$ cat config.mk
export PLATFORM = sky130hd
export DESIGN_NAME = ps2_key_tracker
export DESIGN_NICKNAME = d
export VERILOG_FILES = /design/src/rtl/ps2_pkg.sv /design/src/rtl/key_stack.sv /design/src/rtl/ps2_key_tracker.sv
export SDC_FILE = /design/constraint.sdc
export NUM_CORES = 1
export LEC_CHECK = 0
export CAP_MARGIN = 30
export CORE_MARGIN = 5
export CORE_UTILIZATION = 55
export DETAILED_ROUTE_END_ITERATION = 8
export PLACE_DENSITY = 0.75
export SKIP_CTS_REPAIR_TIMING = 1
export SLEW_MARGIN = 15
export SYNTH_ARGS = -nofsm -noshare
export SYNTH_HDL_FRONTEND = slang
export SYNTH_HIERARCHICAL = 1
export SYNTH_SLANG_ARGS = --single-unit
$ cat constraint.sdc
create_clock -name sys_clk -period 4.57 [get_ports sys_clk]
set_clock_uncertainty 0.2 [all_clocks]
set_input_delay 0.6855 -clock sys_clk [delete_from_list [all_inputs] [get_ports sys_clk]]
set_output_delay 0.6855 -clock sys_clk [all_outputs]
set_load 0.02 [all_outputs]
$ cat src/rtl/ps2_pkg.sv
// Shared definitions for the PS/2 Set 2 scan-code parser and held-key stack.
package ps2_pkg;

  localparam logic [7:0] PS2_EXT = 8'hE0;
  localparam logic [7:0] PS2_BRK = 8'hF0;

  // Controller/handshake bytes that never represent a key in the idle state.
  localparam int unsigned PS2_NUM_IGNORED = 6;
  localparam logic [8*PS2_NUM_IGNORED-1:0] PS2_IGNORED_CODES =
    {8'h00, 8'hAA, 8'hEE, 8'hFA, 8'hFE, 8'hFF};

  typedef enum logic [1:0] {
    ST_IDLE    = 2'd0,
    ST_EXT     = 2'd1,
    ST_BRK     = 2'd2,
    ST_EXT_BRK = 2'd3
  } parser_state_e;

  typedef struct packed {
    logic       ext;
    logic [7:0] code;
  } key_entry_t;

  function automatic logic is_ignored_code(input logic [7:0] code);
    logic hit;
    hit = 1'b0;
    for (int i = 0; i < int'(PS2_NUM_IGNORED); i++) begin
      hit = hit | (PS2_IGNORED_CODES[8*i +: 8] == code);
    end
    return hit;
  endfunction

endpackage

$ cat src/rtl/key_stack.sv
// Last-pressed-priority stack of held keys: index 0 is the oldest entry,
// index count-1 the newest. Push, remove (with compaction) and flush take one cycle.
module key_stack
  import ps2_pkg::*;
#(
  parameter int DEPTH = 4
) (
  input  logic       sys_clk,
  input  logic       rst_n,
  input  logic       push,
  input  logic       remove,
  input  logic       flush,
  input  key_entry_t entry,
  output logic       present,
  output logic       full,
  output key_entry_t top,
  output logic [3:0] count
);

  key_entry_t       entries_r   [DEPTH];
  key_entry_t       entries_n_s [DEPTH];
  logic [3:0]       count_r;
  logic [3:0]       count_n_s;
  key_entry_t       top_r;
  key_entry_t       top_n_s;
  logic [DEPTH-1:0] hit_s;
  logic [DEPTH-1:0] at_or_above_s;

  // Locate the entry among valid slots; at_or_above marks slots that shift down on removal
  always_comb begin
    hit_s         = '0;
    at_or_above_s = '0;
    for (int i = 0; i < DEPTH; i++) begin
      hit_s[i] = (4'(i) < count_r) && (entries_r[i] == entry);
    end
    at_or_above_s[0] = hit_s[0];
    for (int i = 1; i < DEPTH; i++) begin
      at_or_above_s[i] = at_or_above_s[i-1] | hit_s[i];
    end
  end

  assign present = |hit_s;
  assign full    = (count_r == 4'(DEPTH));

  // Next stack contents; flush beats remove beats push
  always_comb begin
    entries_n_s = entries_r;
    count_n_s   = count_r;
    if (flush) begin
      for (int i = 0; i < DEPTH; i++) begin
        entries_n_s[i] = '0;
      end
      count_n_s = 4'd0;
    end else if (remove && present) begin
      for (int i = 0; i < DEPTH - 1; i++) begin
        entries_n_s[i] = at_or_above_s[i] ? entries_r[i+1] : entries_r[i];
      end
      entries_n_s[DEPTH-1] = '0;
      count_n_s            = count_r - 4'd1;
    end else if (push && full) begin
      // Oldest entry falls off the bottom to make room
      for (int i = 0; i < DEPTH - 1; i++) begin
        entries_n_s[i] = entries_r[i+1];
      end
      entries_n_s[DEPTH-1] = entry;
    end else if (push) begin
      for (int i = 0; i < DEPTH; i++) begin
        entries_n_s[i] = (4'(i) == count_r) ? entry : entries_r[i];
      end
      count_n_s = count_r + 4'd1;
    end else begin
      entries_n_s = entries_r;
      count_n_s   = count_r;
    end

    top_n_s = '0;
    for (int i = 0; i < DEPTH; i++) begin
      top_n_s = (count_n_s == 4'(i + 1)) ? entries_n_s[i] : top_n_s;
    end
  end

  // Stack storage plus registered top/count views
  always_ff @(posedge sys_clk or negedge rst_n) begin
    if (!rst_n) begin
      for (int i = 0; i < DEPTH; i++) begin
        entries_r[i] <= '0;
      end
      count_r <= 4'd0;
      top_r   <= '0;
    end else begin
      entries_r <= entries_n_s;
      count_r   <= count_n_s;
      top_r     <= top_n_s;
    end
  end

  assign top   = top_r;
  assign count = count_r;

endmodule

$ cat src/rtl/ps2_key_tracker.sv
// Set 2 make/break/extended parser feeding a held-key stack; the stack top
// drives the monophonic note path with last-note-wins priority.
module ps2_key_tracker
  import ps2_pkg::*;
#(
  parameter int DEPTH   = 4,
  parameter int TIMEOUT = 200000
) (
  input  logic       sys_clk,
  input  logic       rst_n,
  input  logic [7:0] data_in,
  input  logic       data_valid,
  input  logic       overflow,
  output logic [7:0] key_code,
  output logic       key_ext,
  output logic       key_press,
  output logic       key_release,
  output logic [7:0] held_code,
  output logic       held_ext,
  output logic [3:0] held_count
);

  localparam int CW = $clog2(TIMEOUT + 1);
  localparam logic [CW-1:0] TMO_LAST = CW'(TIMEOUT - 1);

  parser_state_e state_r;
  parser_state_e state_n_s;
  logic [CW-1:0] tmo_cnt_r;
  logic [CW-1:0] tmo_cnt_n_s;
  logic          make_s;
  logic          brk_s;
  logic          ev_ext_s;
  logic          push_s;
  logic          present_s;
  logic          full_s;
  key_entry_t    ev_entry_s;
  key_entry_t    top_s;
  logic [3:0]    count_s;

  // Parser state and prefix timeout counter
  always_ff @(posedge sys_clk or negedge rst_n) begin
    if (!rst_n) begin
      state_r   <= ST_IDLE;
      tmo_cnt_r <= '0;
    end else begin
      state_r   <= state_n_s;
      tmo_cnt_r <= tmo_cnt_n_s;
    end
  end

  assign ev_ext_s   = (state_r == ST_EXT) || (state_r == ST_EXT_BRK);
  assign ev_entry_s = '{ext: ev_ext_s, code: data_in};

  // Next-state and make/break decode; overflow discards any byte in the same cycle
  always_comb begin
    state_n_s   = state_r;
    tmo_cnt_n_s = '0;
    make_s      = 1'b0;
    brk_s       = 1'b0;
    if (overflow) begin
      state_n_s = ST_IDLE;
    end else if (data_valid) begin
      case (state_r)
        ST_IDLE: begin
          if (data_in == PS2_EXT) begin
            state_n_s = ST_EXT;
          end else if (data_in == PS2_BRK) begin
            state_n_s = ST_BRK;
          end else if (is_ignored_code(data_in)) begin
            state_n_s = ST_IDLE;
          end else begin
            make_s    = 1'b1;
            state_n_s = ST_IDLE;
          end
        end
        ST_EXT: begin
          if (data_in == PS2_BRK) begin
            state_n_s = ST_EXT_BRK;
          end else if (data_in == PS2_EXT) begin
            state_n_s = ST_EXT;
          end else begin
            make_s    = 1'b1;
            state_n_s = ST_IDLE;
          end
        end
        ST_BRK, ST_EXT_BRK: begin
          if ((data_in == PS2_EXT) || (data_in == PS2_BRK)) begin
            state_n_s = ST_IDLE;
          end else begin
            brk_s     = 1'b1;
            state_n_s = ST_IDLE;
          end
        end
        default: begin
          state_n_s = ST_IDLE;
        end
      endcase
    end else if (state_r != ST_IDLE) begin
      if (tmo_cnt_r == TMO_LAST) begin
        state_n_s = ST_IDLE;
      end else begin
        tmo_cnt_n_s = tmo_cnt_r + CW'(1);
      end
    end else begin
      state_n_s = ST_IDLE;
    end
  end

  // A make of a key already held is a typematic repeat and produces nothing
  assign push_s = make_s & ~present_s & ~full_s | make_s & ~present_s & full_s;

  key_stack #(
    .DEPTH (DEPTH)
  ) u_key_stack (
    .sys_clk (sys_clk),
    .rst_n   (rst_n),
    .push    (push_s),
    .remove  (brk_s),
    .flush   (overflow),
    .entry   (ev_entry_s),
    .present (present_s),
    .full    (full_s),
    .top     (top_s),
    .count   (count_s)
  );

  // Event pulses and last-event code/ext
  always_ff @(posedge sys_clk or negedge rst_n) begin
    if (!rst_n) begin
      key_press   <= 1'b0;
      key_release <= 1'b0;
      key_code    <= 8'h00;
      key_ext     <= 1'b0;
    end else begin
      key_press   <= push_s;
      key_release <= brk_s;
      if (push_s || brk_s) begin
        key_code <= data_in;
        key_ext  <= ev_ext_s;
      end else begin
        key_code <= key_code;
        key_ext  <= key_ext;
      end
    end
  end

  assign held_code  = top_s.code;
  assign held_ext   = top_s.ext;
  assign held_count = count_s;

endmodule

==> summary.txt, run 1 <==
Die Ht: 108 um
Met2 routed WL: 6480 um
Final WL: 14300 um
Count of final hold-check violations: 0
Final min period: 4400 ps
CTS tree: done
Hold WS: 52.3 ps
Worst R2R Start: u_key_stack/count[1]
Die X-Extent: 108 um
Outcome: completed
Post-synth EDFFs: 0
Design Area, Final: 6280 um2
Cell Rows: 35
Num CTS Buffers: 9
Final Max Tran Viols: 0
Post-synthesis simple-gate area fraction: 19.0%
Worst skew pair latency: 350 ps
Gr usage total: 25.8%
# DRC: 0
Top Layer Used: met4
Syn Nets: 575
Critical path launch point: data_in[5]
Drt wl/cell: 18.9 um
Synth Area in Compound Gates: 14.6%
Reg2reg end: u_key_stack/top[1]
# diodes: 0
Period utilization: 96.4%
First-pass GRT wire length: 23300 um
Worst Hold Class: in -> async
Post-synthesis adder-cell area fraction: 1.67%
Metal-1 WL: 6240 um
Layout cell share with drive strength beyond 1: 15.8%
R2R setup slack: 330 ps
Count of cell types in the netlist: 66
Post-synthesis sequential area ratio: 38.1%
P_leak: 2.79 nW
RSZ-0062 raised after global routing: no
FMAX: 227 MHz
WS Path Type: in -> reg
Initial Util: 56.6%
VDD IR-drop max: 213 uV
Post-route worst setup slack: 166 ps
Metal3 WL: 1130 um
Initial antenna violation count: 0
Largest family of logic cells by synthesized area: simple AND/OR/NAND/NOR gates
R2R cell count: 16
GP Congestion: 0.948
Max Cap Viol: 0
Hpwl dp: 10400 um
Ys flop type: dfrtp_1
Synth warnings: 6
Crit-path max FO: 9
Total gr overflow: 0
Synthesis-to-layout area growth: 19.5%
Sink Count: 80
Crit path DAT: 4490 ps
Final Setup Violations: 0
IO Port Bufs: 35
Vias: 4542
Root Buffer: clkbuf_8
Worst slack, placed: -370 ps
Clk buf depth: 2
Starting DRT DRC Count: 335
H-tree depth: 3
Post-synthesis cell count: 556
Final #Nets: 641
Post-Synth XOR/XNOR Area: 8.83%
IO Pins: 36
Count of non-filler cells in the finished layout: 756
Avg Cell Area, Syn: 9.45 um2
Vias in the first global route: 4439
First-pass iteration count of the detailed router: 7
Slew headroom: 48.4%
Req. time, crit path: 4650 ps
Mapped Area: 5260 um2
Worst-path clk slew: 90 ps
Multiplexer area fraction after synthesis: 13.9%
Filler cell count: 755
Ys async rst share: 100%
Routed Antenna Nets: 0
Area after DPL: 6060 um2
Core area: 9280 um2
Largest net degree at the start of global routing: 53
Worst setup EP type: flop
Count of state elements after synthesis: 80
Startpoint types: primary input
Die ar.: 11600 um2
Setup TNS: 0 ps
Via density: 6.01
Pwr dens: 249 nW/um2
Cell count after placement: 740
Worst-Margin Slew: 771 ps
==> worst max path at each step <==
stage	slack, ps	depth (start not counted)	to
final	170	16	u_key_stack/top[1]
after global routing	30	18	u_key_stack/top[5]
after CTS	-70	18	u_key_stack/top[0]
after detailed placement	-370	18	u_key_stack/top[0]
after global placement	-170	18	u_key_stack/top[0]
after floorplan	480	18	u_key_stack/top[1]
==> Yosys cell counts, types with 7 or more instances <==
library cell / instances / area, um2
nand4_1: 12 / 75.1
mux2_4: 8 / 120
nand3_1: 14 / 70.1
a311oi_1: 7 / 61.3
ha_1: 7 / 87.6
a21oi_1: 39 / 195
nor2_1: 92 / 345
clkbuf_1: 11 / 41.3
nand2_1: 33 / 124
a211oi_1: 15 / 113
mux2i_1: 54 / 541
nor4_1: 7 / 43.8
nor3b_1: 7 / 52.6
inv_1: 7 / 26.3
buf_2: 15 / 75.1
dfrtp_1: 80 / 2000
xor2_1: 26 / 228
xnor2_1: 27 / 236
==> layout make-up <==
type                       count  area (um2)  area share (%)
clock buffer                  12         155            2.47
clock inverter                 4        28.8           0.458
inverter                       9        33.8           0.538
multi-input combinational    434        3070            48.9
sequential                    80        2000            31.9
tap                          129         161            2.57
timing repair buffer          88         825            13.1
==> metal layers <==
layer  vias up  GRT usage, %
li1       2116             -
met4         0          10.5
met2       204          39.7
met5         -             0
met1      2186          36.3
met3        36          4.38
==> critical path, cell delays in order <==
cell,delay [ps]
clkdlybuf4s50_1,500
xor2_1,210
nor4_1,420
and4_4,310
nor3_4,50
nand2_1,120
nor3_1,80
and2_2,200
buf_12,130
o21ai_0,130
buf_4,180
nand3_1,120
o211ai_4,350
nand2_1,130
nor2_1,600
a221o_1,270
==> registers in the layout, summed over array words and instances, names as in the netlist <==
| register | flops |
|---|---|
| key_press | 1 |
| key_ext | 1 |
| tmo_cnt_r | 18 |
| state_r | 2 |
| u_key_stack/entries_r | 36 |
| u_key_stack/count | 4 |
| key_release | 1 |
| u_key_stack/top | 9 |
| key_code | 8 |
==> cells by family after synthesis <==
kind of cell / count (synthesis)
AO/OA/AOI/OAI: 104
XOR/XNOR: 53
adder cells (fa/ha/maj): 7
buffers and inverters: 42
flip-flops: 80
multiplexers: 67
AND/OR/NAND/NOR: 203
==> metrics by stage <==
stage	total power, mW	util, %
4_1_cts	1.57	67.3
6_report	1.56	67.6
3_3_place_gp	1.07	64.9
2_1_floorplan	0.941	-
5_1_grt	1.63	67.6
3_5_place_dp	1.08	65.3
==> power breakdown <==
group / total, mW / leakage (nW) / switching [mW] / internal [mW]
combinational: 0.319 / 1.61 / 0.173 / 0.146
sequential: 0.754 / 1.09 / 0.0225 / 0.732
clock: 0.491 / 0.0886 / 0.264 / 0.228
total: 1.56 / 2.79 / 0.459 / 1.11
==> placed cells by master, fill, tap and decap left out, types with 4 or more instances in the layout <==
cell and count:
a211oi_1 15, buf_4 48, o21ai_0 4, nand3_1 14
xor2_1 25, a22o_1 6, clkbuf_8 11, nor3b_1 6
dfrtp_1 80, nor3_1 6, a21oi_1 39, a311oi_1 6
clkdlybuf4s50_1 32, nor4_1 7, a211o_1 6, and2_1 5
inv_1 7, ha_1 7, xnor2_1 27, buf_12 4
nand2_1 33, mux2_4 8, nand4_1 12, nor2_1 92
mux2i_1 54, or4_1 4
Power figures use the tool's default switching activity.
==> run 2, diff against run 1 <==
CTS_CLUSTER_SIZE = 16   (was unset)
==> results of run 2 <==
Same layout as run 1: the final DEF is identical, and so are final timing and power.
